File: config.mk
export PLATFORM = sky130hd
export DESIGN_NAME = timer_apb_slave
export DESIGN_NICKNAME = d
export VERILOG_FILES = /design/src/rtl/timer_apb_slave.sv
export SDC_FILE = /design/constraint.sdc
export NUM_CORES = 1
export LEC_CHECK = 0
export ABC_AREA = 1
export BUFFER_PORTS_ARGS = -buffer_cell sky130_fd_sc_hd__buf_2
export CAP_MARGIN = 40
export CORE_AREA = 2 2 55 57
export CTS_CLUSTER_DIAMETER = 80
export DETAILED_ROUTE_END_ITERATION = 8
export DIE_AREA = 0 0 57 59
export GPL_ROUTABILITY_DRIVEN = 1
export PLACE_DENSITY = 0.81
export SLEW_MARGIN = 20
export SYNTH_ARGS = -nofsm -noshare
export SYNTH_HDL_FRONTEND = slang
export SYNTH_SLANG_ARGS = --single-unit
File: constraint.sdc
create_clock -name pclk -period 1.5 [get_ports pclk]
set_clock_uncertainty 0.15 [all_clocks]
set_input_delay 0.15 -clock pclk [delete_from_list [all_inputs] [get_ports pclk]]
set_output_delay 0.15 -clock pclk [all_outputs]
set_load 0.02 [all_outputs]
File: src/rtl/timer_apb_slave.sv
// -----------------------------------------------------------------------------
// timer_apb_slave
//   APB register block for a simple 8-bit timer. It holds the timer's
//   configuration (TDR, TCR, TIER) and sticky status (TSR), reads back the live
//   counter value, and raises a registered interrupt request.
//
//   Register map:
//     0x00 TDR  (RW)    reload / compare data
//     0x01 TCR  (RW)    [7] load, [5] updw, [4] en, [1:0] cks; other bits 0
//     0x02 TSR  (RW0C)  [0] OVF, [1] UDF; set by hardware, cleared by writing 0
//     0x03 TCNT (RO)    live tcnt input; writes ignored without error
//     0x04 TIER (RW)    [0] OVF interrupt enable, [1] UDF interrupt enable
//     other addresses   pslverr=1, prdata=0x00, no register changes
//
//   Ports:
//     pclk, preset                    clock, synchronous active-high reset
//     psel, penable, pwrite,
//     paddr[7:0], pwdata[7:0]         APB requester signals
//     prdata[7:0], pready, pslverr    APB responder signals
//     tdr[7:0], tcr_load, tcr_updw,
//     tcr_en, tcr_cks[1:0]            configuration to the timer core
//     tcnt[7:0]                       live counter value from the timer core
//     ovf_set, udf_set                one-cycle status set pulses
//     tmr_int                         registered interrupt request
//
//   Build option:
//     TIMER_APB_WAIT_EN  defined   -> one wait state per transfer
//                        undefined -> zero wait states (default)
// -----------------------------------------------------------------------------
module timer_apb_slave (
  input  logic       pclk,
  input  logic       preset,
  input  logic       psel,
  input  logic       penable,
  input  logic       pwrite,
  input  logic [7:0] paddr,
  input  logic [7:0] pwdata,
  output logic [7:0] prdata,
  output logic       pready,
  output logic       pslverr,
  output logic [7:0] tdr,
  output logic       tcr_load,
  output logic       tcr_updw,
  output logic       tcr_en,
  output logic [1:0] tcr_cks,
  input  logic [7:0] tcnt,
  input  logic       ovf_set,
  input  logic       udf_set,
  output logic       tmr_int
);

  localparam logic [7:0] ADDR_TDR  = 8'h00;
  localparam logic [7:0] ADDR_TCR  = 8'h01;
  localparam logic [7:0] ADDR_TSR  = 8'h02;
  localparam logic [7:0] ADDR_TCNT = 8'h03;
  localparam logic [7:0] ADDR_TIER = 8'h04;

  // Writable TCR bits: load, updw, en, cks.
  localparam logic [7:0] TCR_MASK  = 8'hB3;

  // state_q records which phase the previous cycle was in:
  //   IDLE   - no transfer open
  //   SETUP  - previous cycle was the APB setup phase
  //   ACCESS - previous cycle was an access cycle that inserted a wait state
  typedef enum logic [1:0] {
    IDLE   = 2'd0,
    SETUP  = 2'd1,
    ACCESS = 2'd2
  } state_t;

  state_t     state_q;
  logic [7:0] tdr_q;
  logic [7:0] tcr_q;
  logic [1:0] tsr_q;
  logic [1:0] tier_q;
  logic       tmr_int_q;

  logic       ready_cyc;
  logic       complete;
  logic       addr_ok;
  logic       wr_en;
  logic       wr_tsr;
  logic [7:0] rd_mux;

`ifdef TIMER_APB_WAIT_EN
  // The first access cycle after setup is a wait state; the second completes.
  assign ready_cyc = psel & penable & (state_q == ACCESS);
`else
  // The first access cycle after setup completes.
  assign ready_cyc = psel & penable & (state_q == SETUP);
`endif

  // Reset wins over a transfer in flight: nothing completes while preset=1.
  assign complete = ready_cyc & ~preset;
  assign addr_ok  = (paddr <= ADDR_TIER);
  assign wr_en    = complete & pwrite & addr_ok;
  assign wr_tsr   = wr_en & (paddr == ADDR_TSR);

  // NOTE: every variable assigned in a combinational block gets a default
  // first, so no path leaves it unassigned and no latch is inferred.
  always_comb begin
    rd_mux = 8'h00;
    case (paddr)
      ADDR_TDR:  rd_mux = tdr_q;
      ADDR_TCR:  rd_mux = tcr_q;
      ADDR_TSR:  rd_mux = {6'b0, tsr_q};
      ADDR_TCNT: rd_mux = tcnt;
      ADDR_TIER: rd_mux = {6'b0, tier_q};
      default:   rd_mux = 8'h00;
    endcase
  end

  // NOTE: all state below is updated with non-blocking assignments so every
  // register samples the values from before the edge, regardless of order.
  always_ff @(posedge pclk) begin
    if (preset) begin
      state_q   <= IDLE;
      tdr_q     <= 8'h00;
      tcr_q     <= 8'h00;
      tsr_q     <= 2'b00;
      tier_q    <= 2'b00;
      tmr_int_q <= 1'b0;
    end else begin
      // Transfer tracking; dropping psel always abandons the transfer.
      if (!psel)
        state_q <= IDLE;
      else if (!penable)
        state_q <= SETUP;
      else if (complete || state_q == IDLE)
        state_q <= IDLE;
      else
        state_q <= ACCESS;

      if (wr_en && paddr == ADDR_TDR)  tdr_q  <= pwdata;
      if (wr_en && paddr == ADDR_TCR)  tcr_q  <= pwdata & TCR_MASK;
      if (wr_en && paddr == ADDR_TIER) tier_q <= pwdata[1:0];

      // Sticky status: a hardware set in the same cycle beats a software clear.
      tsr_q[0] <= ovf_set | (tsr_q[0] & ~(wr_tsr & ~pwdata[0]));
      tsr_q[1] <= udf_set | (tsr_q[1] & ~(wr_tsr & ~pwdata[1]));

      tmr_int_q <= |(tsr_q & tier_q);
    end
  end

  // Outputs are held at zero for the whole time preset is high, including the
  // first reset cycle before the registers have been cleared.
  assign pready   = complete;
  assign pslverr  = complete & ~addr_ok;
  assign prdata   = complete ? rd_mux : 8'h00;

  assign tdr      = preset ? 8'h00 : tdr_q;
  assign tcr_load = ~preset & tcr_q[7];
  assign tcr_updw = ~preset & tcr_q[5];
  assign tcr_en   = ~preset & tcr_q[4];
  assign tcr_cks  = preset ? 2'b00 : tcr_q[1:0];
  assign tmr_int  = ~preset & tmr_int_q;

endmodule

# Word level (Yosys, flattened, before mapping)

Cells that the tools add are included.

Flip-flop bits (word level): 20
Bits in latches: 0
RAM bits: 0
Bits in read-only memories: 0
Bits of input ports: 31
Output and inout bits: 24
Logic and storage cells: 54
Memories: 0

$add $sub $neg: 0
Multiply operators: 0
Div/mod/pow operators: 0
Magnitude comparators: 1
Eq/ne operators: 5
Shifts and indexed selects: 0
Multiplexer cells: 6
Bitwise logic cells: 26
Reductions and logical operators: 9

Operators by type and width:

| operator                                                       | number |
|---|---|
| one-hot mux 8 bit (5 select lines)                             | 1 |
| == test 8 x 2 -> 1 bit, second input constant                  | 2 |
| two-way mux 8 bit                                              | 2 |
| AND 1 bit                                                      | 15 |
| == test 8 x 1 -> 1 bit, second input constant                  | 1 |
| == test 8 x 3 -> 1 bit, second input constant                  | 1 |
| less-or-equal comparator 8 x 3 -> 1 bit, second input constant | 1 |
| logical NOT 8 bit                                              | 1 |
| NOT 1 bit                                                      | 8 |
| two-way mux 2 bit                                              | 2 |
| OR reduction 2 bit                                             | 2 |
| logical AND 1 bit                                              | 3 |
| OR reduction 3 bit                                             | 1 |
| AND 2 bit                                                      | 1 |
| == test 2 x 1 -> 1 bit, second input constant                  | 1 |
| logical NOT 2 bit                                              | 1 |
| OR 1 bit                                                       | 2 |
| logical OR 1 bit                                               | 1 |
| two-way mux 1 bit                                              | 1 |

# Longest topological paths before layout

Depth after elaboration: 10
Gate-level depth with buffers: 9
Mapped depth without buffers: 9

# Worst setup path after synthesis

No wires, ideal clock.

Path kind: register to output
Start: register state_q[0]
End: output port prdata[2]
Arrival time: 1.192 ns
Data required time: 1.200 ns
Setup slack: 0.008 ns
Stages on the path, launching flop included: 7
Cells stage by stage: dfxtp_1 inv_1 nor2_1 nand2_1 inv_1 nand2_1 a21oi_1

Word-level cells in the longest chain between the ends: 4

Ends and longest elaborated chain:

| element                  | RTL line | text |
|---|---|---|
| start: declaration       | 71       | `state_t state_q;` |
| start signal: assignment | 117      | `state_q <= IDLE;` |
| start signal: assignment | 126      | `state_q <= IDLE;` |
| start signal: assignment | 128      | `state_q <= SETUP;` |
| == test 2 x 1 -> 1 bit   | 90       | `assign ready_cyc = psel & penable & (state_q == SETUP);` |
| AND 1 bit                | 90       |  |
| AND 1 bit                | 94       | `assign complete = ready_cyc & ~preset;` |
| net pready               | 39       | `output logic pready,` |
| two-way mux 8 bit        | 150      | `assign prdata = complete ? rd_mux : 8'h00;` |
| end: declaration         | 38       | `output logic [7:0] prdata,` |

The timed path passes the listed nets, and every way through them passes these cells.

# Final worst setup path

Start: register state_q[0]
End: output port prdata[6]

Word-level cells in the longest chain between the ends: 4

Ends and longest elaborated chain:

| element                | RTL line |
|---|---|
| == test 2 x 1 -> 1 bit | 90 |
| AND 1 bit              | 90 |
| AND 1 bit              | 94 |
| two-way mux 8 bit      | 150 |

Every way passes these cells.

==> qor.csv <==
metric,value,unit
outcome,finished with violations,
violations,setup timing,
clock_latency,310,ps
yosys.area_share.simple,41.24,%
fin_area,0.002032,mm²
critPathKind,reg2out,
leakagePower,1.020,nW
crit_arrival,1300,ps
multi_input_area,788.3,µm²
clockRootBuffer,clkbuf_4,
finalNonFillerCells,311,
required,1200,ps
cp-start-kind,flip-flop,
rows,19,
synth_compound_area_share,13.91,%
worstHoldPathType,in2reg,
drt_iter0_drc,68,
antenna_found_initial,0,
clkTransAtPathRegs,120,ps
core,0.002710,mm²
rsz0062_at_grt,true,
critPathMaxFanout,6,
synthCells,193,
numCtsBuffers,3,
fmax,0.6268,GHz
initial_utilization,46.12,%
htree_num_levels,1,
grt_overflow,0,
synth-xor-area-share,0,%
postPlaceCellArea,0.001657,mm²
fp.dieW,57,µm
synth_top_family_by_area,simple AND/OR/NAND/NOR gates,
gp_congestion,0.8039,
ys_types,24,
synth_nets,224,
worst_pin_slew,228.1,ps
dieArea,0.003363,mm²
avgViaCountPerCell,4.900,
grt_usage,19.45,%
dpl.hpwl,2.341,mm
synth_flop_cell,dfxtp_1,
max_slew_margin,84.78,%
synth_edf_count,0,
avgSynthCellArea,6.476,µm²
cts.sinks,20,
whs_path_depth,3,
worst_slack,-95.41,ps
post-route-period-util,106.4,%
num_antenna_cells,0,
cts_tree,done,
ys.warnings.count,0,
placed_cells,287,
drv_slew,0,
regArea,401.6,µm²
synthMuxAreaShare,0,%
via_count,1524,
grt_max_degree,20,
fin_total_pwr,1.174,mW
portBuffers,54,
nFillCells,207,
maxCapViolCount,0,
reg2reg_depth,9,
cp-end-kind,output port,
wl_per_cell,12.15,µm
first_pass_iters,4,
area_growth,62.56,%
synth_fa_ha_area_share,0,%
ioPinCount,55,
synth.yosys.seq_area_share,32.03,%
utilization,74.98,%
syn_area,0.001250,mm²
hold_ws,104.6,ps
drive_gt1_share,42.14,%
grt_pass1_vias,1295,
cts_buffer_depth,2,
setup_violations,10,
synthArstFlopShare,0,%
report.final.hold_viol_count,0,
ant_nets,0,
fin_crit,1595,ps
die_y,59,µm
ir_drop,0.6456,mV
p_per_area,577.9,mW/mm²
grt_pass1_wl,5.202,mm
totalWireLength,3.778,mm
nets,312,
drc,0,
synth_seq_cells,20,
-- flip-flops by register name, indices dropped and copies added (netlist names) --
signal and count:
state_q 2, tcr_q 5, tier_q 2, tmr_int_q 1, tdr_q 8, tsr_q 2
-- routing by layer --
layer  vias to the layer above  GRT usage [%]  part of all wire, %
li1                        771              -                    -
met1                       677          23.95                   43
met2                        65          34.32                   48
met3                        11          3.057                  6.0
met4                         0          7.309                  2.3
met5                         -              0                    0
-- synth_stat cells (2+ instances only) --
master	count	area, µm²
nand3_1	6	30.03
nand2_4	3	33.78
nor2_1	35	131.4
buf_2	2	10.01
nor2_4	4	45.04
inv_2	2	7.510
nand4_1	2	12.51
dfxtp_1	20	400.4
nor2_2	2	12.51
nand2_1	44	165.2
inv_1	34	127.6
o211ai_1	3	22.52
nand3_4	2	35.03
a21oi_1	15	75.07
o21ai_0	9	45.04
o21ai_2	2	17.52
-- repair_timing --
action | CTS | global route
endpoints found under the hold margin | 14 | 0
gates resized for setup | 19 | 33
gates cloned | 0 | 2
hold buffers | 12 | 0
buffers inserted | 2 | 4
pin swaps | 1 | 7
endpoints found under the setup margin | 8 | 27
-- stage by stage --
stage / setup TNS [ps] / setup slack, ps
floorplan: 0 / 8.091
global placement: -525.7 / -105.6
detailed placement: -628.9 / -119.0
CTS: -915.5 / -119.3
global route: -2562 / -233.0
finish: -620.5 / -95.41
-- layout by cell type (no fill, tap or decap) --
| master | instances |
|---|---|
| a21oi_1 | 14 |
| a21oi_2 | 2 |
| buf_12 | 2 |
| buf_2 | 44 |
| buf_4 | 19 |
| buf_6 | 8 |
| bufinv_16 | 1 |
| clkbuf_4 | 3 |
| dfxtp_1 | 19 |
| dfxtp_2 | 1 |
| dlygate4sd3_1 | 12 |
| inv_1 | 31 |
| inv_2 | 4 |
| inv_4 | 1 |
| nand2_1 | 39 |
| nand2_2 | 6 |
| nand2_4 | 4 |
| nand3_1 | 5 |
| nand3_4 | 4 |
| nand4_1 | 2 |
| nor2_1 | 33 |
| nor2_2 | 2 |
| nor2_4 | 6 |
| nor2_8 | 1 |
| nor3_4 | 1 |
| nor3b_1 | 1 |
| o211ai_1 | 3 |
| o21ai_0 | 1 |
| o21ai_1 | 2 |
| o21ai_2 | 9 |
-- cells by family after synthesis --
group           Yosys count
flops                    20
simple gates            102
compound gates           31
buf+inv                  40
-- critical path: stages (launching register included) --
cell     delay, ps
dfxtp_2        340
inv_2           30
nor2_2          80
nand2_2         70
inv_2           80
nand2_4         90
a21oi_1        150
buf_4          160
-- power by group --
part           switching [mW]  total (mW)  internal, mW
Combinational          0.0889       0.179        0.0903
Clock                   0.185       0.455         0.270
Sequential            0.00380       0.540         0.536
Total                   0.277        1.17         0.897
-- cell type report --
class                           count  share of cell area (%)
Sequential cell                    20                   19.77
Tap cell                           31                   1.909
Clock buffer                        3                   1.108
Timing Repair Buffer               85                   30.17
Multi-Input combinational cell    135                   38.79
Inverter                           36                   6.773
Clock inverter                      1                   1.478
-- worst paths after layout --
check             start        end  slack (ps)
max          state_q[0]  prdata[6]        -100
min reg2reg    tdr_q[3]   tdr_q[3]         330
max reg2reg  state_q[0]   tdr_q[4]         -40
min              preset   tsr_q[0]         100
Note: power is estimated with default switching activity, not from simulation.
